## config.mk

```make
export PLATFORM = sky130hd
export DESIGN_NAME = alu_uart_interface
export DESIGN_NICKNAME = d
export VERILOG_FILES = /design/src/rtl/alu_uart_interface_pkg.sv /design/src/rtl/alu_uart_interface_timeout.sv /design/src/rtl/alu_uart_interface.sv
export SDC_FILE = /design/constraint.sdc
export NUM_CORES = 1
export LEC_CHECK = 0
export ABC_AREA = 1
export CAP_MARGIN = 0
export CORE_ASPECT_RATIO = 1.1
export CORE_MARGIN = 4
export CORE_UTILIZATION = 55
export CTS_CLUSTER_SIZE = 40
export DETAILED_ROUTE_END_ITERATION = 16
export GPL_TIMING_DRIVEN = 0
export PLACE_DENSITY = 0.84
export SLEW_MARGIN = 15
export SYNTH_ARGS = -nofsm -noshare
export SYNTH_HDL_FRONTEND = slang
export SYNTH_SLANG_ARGS = --single-unit
```

## constraint.sdc

```tcl
create_clock -name i_clock -period 4.1 [get_ports i_clock]
set_clock_uncertainty 0.1 [all_clocks]
set_input_delay 0.82 -clock i_clock [delete_from_list [all_inputs] [get_ports i_clock]]
set_output_delay 0.82 -clock i_clock [all_outputs]
set_load 0.1 [all_outputs]
```

## src/rtl/alu_uart_interface_pkg.sv

```systemverilog
// Shared definitions for the UART-to-ALU sequencing stage: FSM encodings
// and the ALU opcode set understood by the attached combinational ALU.
package alu_uart_interface_pkg;

  typedef enum logic [2:0] {
    ST_WAIT_OP1    = 3'd0,
    ST_WAIT_OP2    = 3'd1,
    ST_WAIT_OPCODE = 3'd2,
    ST_SEND        = 3'd3,
    ST_WAIT_TX     = 3'd4
  } state_t;

  localparam int OPCODE_W = 6;

  localparam logic [OPCODE_W-1:0] OP_ADD = 6'b100000;
  localparam logic [OPCODE_W-1:0] OP_SUB = 6'b100010;
  localparam logic [OPCODE_W-1:0] OP_AND = 6'b100100;
  localparam logic [OPCODE_W-1:0] OP_OR  = 6'b100101;
  localparam logic [OPCODE_W-1:0] OP_XOR = 6'b100110;
  localparam logic [OPCODE_W-1:0] OP_SRA = 6'b000011;
  localparam logic [OPCODE_W-1:0] OP_SRL = 6'b000010;
  localparam logic [OPCODE_W-1:0] OP_NOR = 6'b100111;

  // States in which the block owns the transmitter and ignores received bytes.
  function automatic logic is_busy_state(input state_t s);
    return (s == ST_SEND) || (s == ST_WAIT_TX);
  endfunction

endpackage

```

## src/rtl/alu_uart_interface_timeout.sv

```systemverilog
// Inter-byte timer: counts enabled cycles, flags the last allowed cycle and
// saturates there so it can never wrap back into a false "fresh" count.
module timeout_counter #(
  parameter int NB_TIMEOUT     = 20,
  parameter int TIMEOUT_CYCLES = 1000000
) (
  input  logic i_clock,
  input  logic i_reset,
  input  logic i_enable,
  input  logic i_clear,
  output logic o_done
);

  localparam logic [NB_TIMEOUT-1:0] LAST_COUNT = NB_TIMEOUT'(TIMEOUT_CYCLES - 1);

  logic [NB_TIMEOUT-1:0] count_q;
  logic [NB_TIMEOUT-1:0] count_d;

  // Next count: clear wins, otherwise advance while enabled up to the limit.
  always_comb begin
    count_d = count_q;
    if (i_clear) begin
      count_d = '0;
    end else if (i_enable && (count_q != LAST_COUNT)) begin
      count_d = count_q + NB_TIMEOUT'(1);
    end
  end

  // Counter register with synchronous reset.
  always_ff @(posedge i_clock) begin
    if (i_reset) begin
      count_q <= '0;
    end else begin
      count_q <= count_d;
    end
  end

  assign o_done = i_enable && (count_q == LAST_COUNT);

endmodule

```

## src/rtl/alu_uart_interface.sv

```systemverilog
// Collects operand A, operand B and opcode bytes from the UART receiver,
// presents them as registered ALU inputs, then sends the ALU result back
// through the UART transmitter with a one-cycle start pulse.
module alu_uart_interface
  import alu_uart_interface_pkg::*;
#(
  parameter int NB_DATA        = 8,
  parameter int NB_OPCODE      = 6,
  parameter int NB_TIMEOUT     = 20,
  parameter int TIMEOUT_CYCLES = 1000000
) (
  input  logic                 i_clock,
  input  logic                 i_reset,
  input  logic [NB_DATA-1:0]   i_rx_data,
  input  logic                 i_rx_done,
  input  logic                 i_tx_done,
  input  logic [NB_DATA-1:0]   i_alu_result,
  output logic [NB_DATA-1:0]   o_first_operator,
  output logic [NB_DATA-1:0]   o_second_operator,
  output logic [NB_OPCODE-1:0] o_opcode,
  output logic [NB_DATA-1:0]   o_tx_data,
  output logic                 o_tx_start,
  output logic                 o_busy
);

  state_t               state_q, state_d;
  logic [NB_DATA-1:0]   first_q, first_d;
  logic [NB_DATA-1:0]   second_q, second_d;
  logic [NB_OPCODE-1:0] opcode_q, opcode_d;
  logic [NB_DATA-1:0]   tx_data_q, tx_data_d;
  logic                 tx_start_q, tx_start_d;

  logic tmo_enable;
  logic tmo_clear;
  logic tmo_done;

  // The timer only guards the gaps inside a frame; any byte or state move restarts it.
  assign tmo_enable = (state_q == ST_WAIT_OP2) || (state_q == ST_WAIT_OPCODE);
  assign tmo_clear  = i_rx_done || (state_d != state_q);

  timeout_counter #(
    .NB_TIMEOUT     (NB_TIMEOUT),
    .TIMEOUT_CYCLES (TIMEOUT_CYCLES)
  ) u_timeout (
    .i_clock  (i_clock),
    .i_reset  (i_reset),
    .i_enable (tmo_enable),
    .i_clear  (tmo_clear),
    .o_done   (tmo_done)
  );

  // Next-state and capture logic; a received byte always beats a timeout.
  always_comb begin
    state_d    = state_q;
    first_d    = first_q;
    second_d   = second_q;
    opcode_d   = opcode_q;
    tx_data_d  = tx_data_q;
    tx_start_d = 1'b0;
    case (state_q)
      ST_WAIT_OP1: begin
        if (i_rx_done) begin
          first_d = i_rx_data;
          state_d = ST_WAIT_OP2;
        end
      end
      ST_WAIT_OP2: begin
        if (i_rx_done) begin
          second_d = i_rx_data;
          state_d  = ST_WAIT_OPCODE;
        end else if (tmo_done) begin
          state_d = ST_WAIT_OP1;
        end
      end
      ST_WAIT_OPCODE: begin
        if (i_rx_done) begin
          opcode_d = i_rx_data[NB_OPCODE-1:0];
          state_d  = ST_SEND;
        end else if (tmo_done) begin
          state_d = ST_WAIT_OP1;
        end
      end
      ST_SEND: begin
        // One settle cycle so the ALU sees the freshly registered opcode.
        tx_data_d  = i_alu_result;
        tx_start_d = 1'b1;
        state_d    = ST_WAIT_TX;
      end
      ST_WAIT_TX: begin
        // Bytes arriving here are dropped; only the transmitter ends the frame.
        if (i_tx_done) begin
          state_d = ST_WAIT_OP1;
        end
      end
      default: begin
        state_d = ST_WAIT_OP1;
      end
    endcase
  end

  // State and data registers with synchronous reset.
  always_ff @(posedge i_clock) begin
    if (i_reset) begin
      state_q    <= ST_WAIT_OP1;
      first_q    <= '0;
      second_q   <= '0;
      opcode_q   <= '0;
      tx_data_q  <= '0;
      tx_start_q <= 1'b0;
    end else begin
      state_q    <= state_d;
      first_q    <= first_d;
      second_q   <= second_d;
      opcode_q   <= opcode_d;
      tx_data_q  <= tx_data_d;
      tx_start_q <= tx_start_d;
    end
  end

  assign o_first_operator  = first_q;
  assign o_second_operator = second_q;
  assign o_opcode          = opcode_q;
  assign o_tx_data         = tx_data_q;
  assign o_tx_start        = tx_start_q;
  assign o_busy            = is_busy_state(state_q);

endmodule

```

==> flow_metrics.py <==
metrics = {
    "worst_setup_path": {
        "crit_path_frequent_cell": "nand2_1",
        "worst-path-buf-inv": 3,
        "critPathKind": "flip-flop to output pin",
        "critPathSlowestCell": "clkdlybuf4s50_1",
        "cp_top_family": "buffers and inverters",
        "reg2reg_to": "u_timeout.count_q[7]",
        "critPathCaptureType": "output pin",
        "crit_chain": "inv_2 > nor2_2 > nand2_1 > clkbuf_1 > nand2_1 > clkdlybuf4s50_1",
        "rr_startpoint": "u_timeout.count_q[0]",
        "start_kind": "flip-flop",
        "worst_path_largest_cell_delay_ns": 1.13,
        "r2r_slack_ns": 2.22,
        "cp.arrival_ns": 2.49,
        "worst_ep_required_time_ns": 3.18,
        "crit_fanout": 10,
        "reg2reg_depth": 11,
    },
    "clocking": {
        "cts-root-buf": "clkbuf_8",
        "post-cts-setup-buffers": 0,
        "clk_pin_slew_ns": 0.10,
        "tritoncts": "built",
        "h-tree-depth": 2,
        "clk_latency_ns": 0.30,
        "clock_path_buffers": 2,
        "cts_resized": 0,
        "hold_buffers": 0,
        "cts_made_buffers": 5,
        "cts_sinks": 54,
    },
    "logic_synthesis": {
        "avgSynthCellArea_um2": 6.744,
        "syn_inst": 390,
        "synth-adder-area-share": 0.004757,
        "yosys.area_share.simple": 0.3663,
        "synth_top_family_by_area": "simple AND/OR/NAND/NOR gates",
        "synth.top_cell.area_share": 0.4110,
        "ys_types": 24,
        "synth-seq-cells": 54,
        "synth-compound-area-share": 0.08563,
        "synth-xor-area-share": 0.03330,
        "synth_nets": 411,
        "yosysSeqAreaShare": 0.4110,
        "yosys_warnings": 0,
        "synth.cell_area_um2": 2630,
        "ys_top_cells_by_area": "dfxtp_1 41%, nand2_1 13%, nor2_1 11%, inv_1 5.7%, o21ai_0 5.3%",
        "post_synth_mux_area_share": 0,
        "synth_top_area_cell": "dfxtp_1",
    },
    "worst_hold_path": {
        "worstHoldPathCells": 2,
        "hp-class": "flip-flop to flip-flop",
        "hold_end": "o_second_operator[3]",
        "worstHoldStart": "o_second_operator[3]",
    },
    "layout": {
        "drive_gt1_frac": 0.08686,
        "fin_cells": 505,
        "seq_area_um2": 1081,
        "layout_common_cells": "94 x nand2_1, 80 x nor2_1, 54 x dfxtp_1",
        "layout_commonest_cell": "nand2_1",
        "finish.utilization": 0.7114,
        "synthToLayoutAreaGrowth_pct": 25.83,
        "fill_cells": 407,
        "antenna_cells": 0,
        "multi_input_area_um2": 1289,
        "finalNetCount": 469,
    },
    "die": {
        "ioPinCount": 52,
        "core-area_um2": 4652,
        "fp.dieW_um": 73.93,
        "die_area_um2": 5953,
        "start_util": 0.5654,
        "fp-row-count": 26,
        "die_y_um": 80.53,
    },
    "route": {
        "ant_nets": 0,
        "drc": 0,
        "routed_wl_um": 6040,
        "wl_per_cell_um": 11.96,
        "vias_per_cell": 5.018,
        "vias": 2534,
        "dr.pass1.iters": 4,
        "drtIter0Drc": 137,
    },
    "place": {
        "dp_hpwl_um": 4627,
        "port_buffers": 51,
        "dp.cells": 497,
        "gp_congestion": 0.9024,
    },
    "sta": {
        "post-route-period-util": 0.8308,
        "worst_pin_slew_ns": 1.009,
        "hold_violations": 0,
        "drv_slew": 0,
        "tns_ns": 0,
        "fmax_mhz": 293.6,
        "grt_setup_unrepaired": "no",
        "min_period_ns": 3.406,
        "whs_ns": 0.3522,
        "slew-limit-headroom": 0.3254,
        "finalSetupViolations": 0,
    },
    "pwr": {
        "p_leak_nw": 1.233,
        "worst_ir_drop_vdd_uv": 284.7,
        "power_mw": 1.112,
        "power.density_nw_per_um2": 336.1,
    },
    "flow_run": {
        "maxCapViolations": 0,
    },
    "global_routing": {
        "grt_usage": 0.2192,
        "overflow": 0,
        "antenna_found_initial": 0,
        "grt_pass1_vias": 2437,
        "grt_start_max_net_pins": 18,
        "grt_first_pass_wirelength_um": 10430,
    },
    "run_status": {
        "outcome": "completed",
    },
}
layout make-up:
cell class                 count  area share
buffer                        11     0.02873
clock buffer                   6     0.02495
clock inverter                 2    0.004915
inverter                      44     0.04991
multi-input combinational    281      0.3894
sequential                    54      0.3267
tap                           56     0.02117
timing repair buffer          51      0.1543
synthesized netlist by cell type:
| cell | number |
|---|---|
| buf_12 | 1 |
| a21oi_1 | 16 |
| nor2_1 | 80 |
| o21ai_1 | 1 |
| dfxtp_1 | 54 |
| nand3b_1 | 4 |
| inv_1 | 40 |
| ha_1 | 1 |
| nand3_2 | 3 |
| xnor2_1 | 5 |
| or2_2 | 1 |
| buf_6 | 5 |
| nor2_4 | 1 |
| nand3_1 | 23 |
| inv_2 | 4 |
| nand2_1 | 94 |
| nand2_2 | 4 |
| nand4_1 | 2 |
| nor2_2 | 12 |
| o21ai_0 | 28 |
| nor3_1 | 1 |
| clkbuf_1 | 4 |
| buf_1 | 1 |
| xor2_1 | 5 |
registers in the layout, indices dropped and copies added, names as in the netlist:
name	flops
u_timeout.count_q	20
o_first_operator	8
o_second_operator	8
o_tx_data	8
o_opcode	6
state_q	3
o_tx_start	1
worst reg2reg max path: cells and delay by family (launching register included):
kind                     cells  cell delay (ns)
adder cells (fa/ha/maj)      1             0.26
flip-flops                   1             0.39
AND/OR/NAND/NOR              7             0.74
buffers and inverters        3             0.34
through the flow:
stage	instance area, µm²	worst slack, ns
2_1_floorplan	2630	1.724
3_3_place_gp	3211	1.050
3_5_place_dp	3211	1.025
4_1_cts	3309	0.6772
5_1_grt	3309	0.5036
6_report	3309	0.6935
how the worst max path moves through the flow:
| stage | startpoint | to | slack (ns) | cells after the start |
|---|---|---|---|---|
| after floorplan | state_q[1] | o_busy | 1.72 | 5 |
| after global placement | state_q[1] | o_busy | 1.05 | 6 |
| after detailed placement | state_q[1] | o_busy | 1.02 | 6 |
| after CTS | state_q[1] | o_busy | 0.68 | 6 |
| after global routing | state_q[1] | o_busy | 0.50 | 6 |
| final | state_q[1] | o_busy | 0.69 | 6 |
kinds of logic (layout without fill, tap and decap cells):
family | Yosys count | after routing
AOI/OAI and AO/OA | 45 | 45
xor gates and xnor gates | 10 | 10
adders and majority gates | 1 | 1
buffers and inverters | 55 | 114
DFF | 54 | 54
and+or+nand+nor | 225 | 225
routing by layer:
layer,vias up,part of all wire,GRT usage,wire [µm]
met5,-,0,0,0
met4,0,0.021,0.06159,125
met3,12,0.071,0.07259,430
met2,60,0.49,0.3927,2971
met1,1139,0.42,0.2420,2513
li1,1323,-,-,-
power by group:
| group | internal [mW] | switching (mW) | leakage [nW] |
|---|---|---|---|
| registers | 0.541 | 0.00995 | 0.438 |
| clock network | 0.139 | 0.180 | 0.0478 |
| logic | 0.0695 | 0.173 | 0.747 |
(Power assumes the default switching activity.)
==> edit, RTL diff (same settings) <==
Remove the register `tx_start_q`: a continuous assignment takes its place, so the output `o_tx_start` follows one clock earlier.
--- a/src/rtl/alu_uart_interface.sv
+++ b/src/rtl/alu_uart_interface.sv
@@ -108,3 +108,2 @@
       tx_data_q  <= '0;
-      tx_start_q <= 1'b0;
     end else begin
@@ -115,5 +114,6 @@
       tx_data_q  <= tx_data_d;
-      tx_start_q <= tx_start_d;
     end
   end
+
+  assign tx_start_q = tx_start_d;
 
Check against the original RTL: not equivalent (Yosys sat finds a counterexample within 4 cycles, from zero or initial values and one cycle with i_reset high).
==> edit against the original RTL <==
- count of clock-buffer cells in the layout shrank 1
- cell count is the same
- worst setup slack lost 0.30 ns
- final area shrank 0.83%
- area after synthesis shrank 0.90%
- routed wire length grew 4.2%
- sequential cell count shrank 1
- total power shrank 0.76%
==> edit: results (changes against the original RTL) <==
Status
  – Status: finished, final reports clean

Route
  – Routed wire length: 6.29 mm (+4.2%)
  – Drt first pass iters: 4 (unchanged)
  – DR iter-0 viols: 120 (-12%)
  – Via density: 5.00 (-0.43%)

Pwr
  – Psw: 377 uW (+4.0%)
  – Leakage: 0.00121 uW (-2.1%)
  – VDD IR max: 0.206 mV (-28%)

Worst hold path
  – Worst Hold Class: reg2reg

Global routing
  – Vias in the first global route: 2420 (-0.70%)
  – First-pass GRT wire length: 10.7 mm (+3.1%)
  – GRT Total Usage: 23.3% (+1.4 points)
  – Largest net degree at the start of global routing: 19 (+1)

Synthesis
  – Synth unique cells: 22 (-8.3%)
  – Post-synth top cells: nor2_1, nand2_1, dfxtp_1
  – Area contributors post-synth: dfxtp_1, nor2_1, nand2_1
  – Register area share after synthesis: 40.7% (-0.39 points)

Finish
  – Share of cells above drive strength 1: 8.46% (-0.22 points)
  – Largest Register: u_timeout.count_q

Clock network
  – Post_cts resized: 0 (unchanged)
  – Root Driver: clkbuf_8
  – Post-CTS setup buffers: 0 (unchanged)

Worst setup path
  – R2r setup slk: 2.19 ns (-0.03 ns)
  – CP Data Arrival Time: 2.78 ns (+0.29 ns)
  – FF-to-FF Start: u_timeout.count_q[0]$_SDFFE_PP0P_

Timing
  – Pin slew with the least headroom to its limit: 1.00 ns (-0.00647 ns)

Placement
  – Routability cong.: 0.919 (+1.8%)
  – Dpl hpwl: 4.76 mm (+2.8%)
==> edit: through the flow <==
stage               utilization [%]  instances  total power, uW  setup WS (ns)  cell area [um2]
floorplan                         -        390              731          0.698             2610
global placement               69.0        497              801          0.744             3190
detailed placement             69.0        497              803          0.759             3190
CTS                            71.0        505             1110          0.402             3280
global route                   71.0        505             1150          0.210             3280
finish                         71.0        505             1100          0.395             3280
==> edit: power groups by stage <==
| stage | Clock, uW | Combinational [uW] | Sequential [uW] |
|---|---|---|---|
| CTS | 318 | 251 | 541 |
| floorplan | 0 | 71.2 | 660 |
| global route | 339 | 263 | 544 |
| global placement | 0 | 248 | 553 |
| finish | 313 | 250 | 541 |
| detailed placement | 0 | 250 | 553 |
==> edit: per-layer routing <==
layer | up-vias | track usage, % | share of wire (%)
met2 | 64 | 39.3 | 49
met1 | 1130 | 28.5 | 44
met4 | 0 | 8.88 | 1.6
met3 | 10 | 5.13 | 5.6
met5 | - | 0 | 0
li1 | 1319 | - | -
==> edit: kinds of logic after synthesis <==
| logic type | synth area share [%] |
|---|---|
| DFF | 40.7 |
| adders and majority gates | 0.480 |
| buffers and inverters | 10.3 |
| xor gates and xnor gates | 3.36 |
| AOI/OAI and AO/OA | 10.2 |
| and+or+nand+nor | 35.0 |
==> edit: cell type report <==
class	instances	area (um2)
buffer	11	95.1
multi-input combinational	280	1280
sequential	53	1060
tap	56	70.1
clock buffer	5	68.8
clock inverter	3	26.3
fill	404	1340
timing repair buffer	51	510
inverter	46	173
==> edit: worst min-delay path by stage <==
stage	start	endpoint	slack, ns
finish	o_second_operator[2]$_SDFFE_PP0P_	o_second_operator[2]$_SDFFE_PP0P_	0.35
floorplan	u_timeout.count_q[1]$_SDFFE_PP0P_	u_timeout.count_q[1]$_SDFFE_PP0P_	0.42
CTS	o_second_operator[5]$_SDFFE_PP0P_	o_second_operator[5]$_SDFFE_PP0P_	0.36
global placement	o_second_operator[6]$_SDFFE_PP0P_	o_second_operator[6]$_SDFFE_PP0P_	0.34
detailed placement	o_second_operator[6]$_SDFFE_PP0P_	o_second_operator[6]$_SDFFE_PP0P_	0.34
global route	o_second_operator[6]$_SDFFE_PP0P_	o_second_operator[6]$_SDFFE_PP0P_	0.38
==> edit: worst max-delay path, cell delays in order (launching register included) <==
cell and delay [ns]:
dfxtp_1 0.41, inv_2 0.05, nor2_2 0.09, inv_1 0.05, nor2_2 0.28, inv_1 0.10, clkbuf_1 0.24, nand2_1 0.11
clkdlybuf4s50_1 1.14
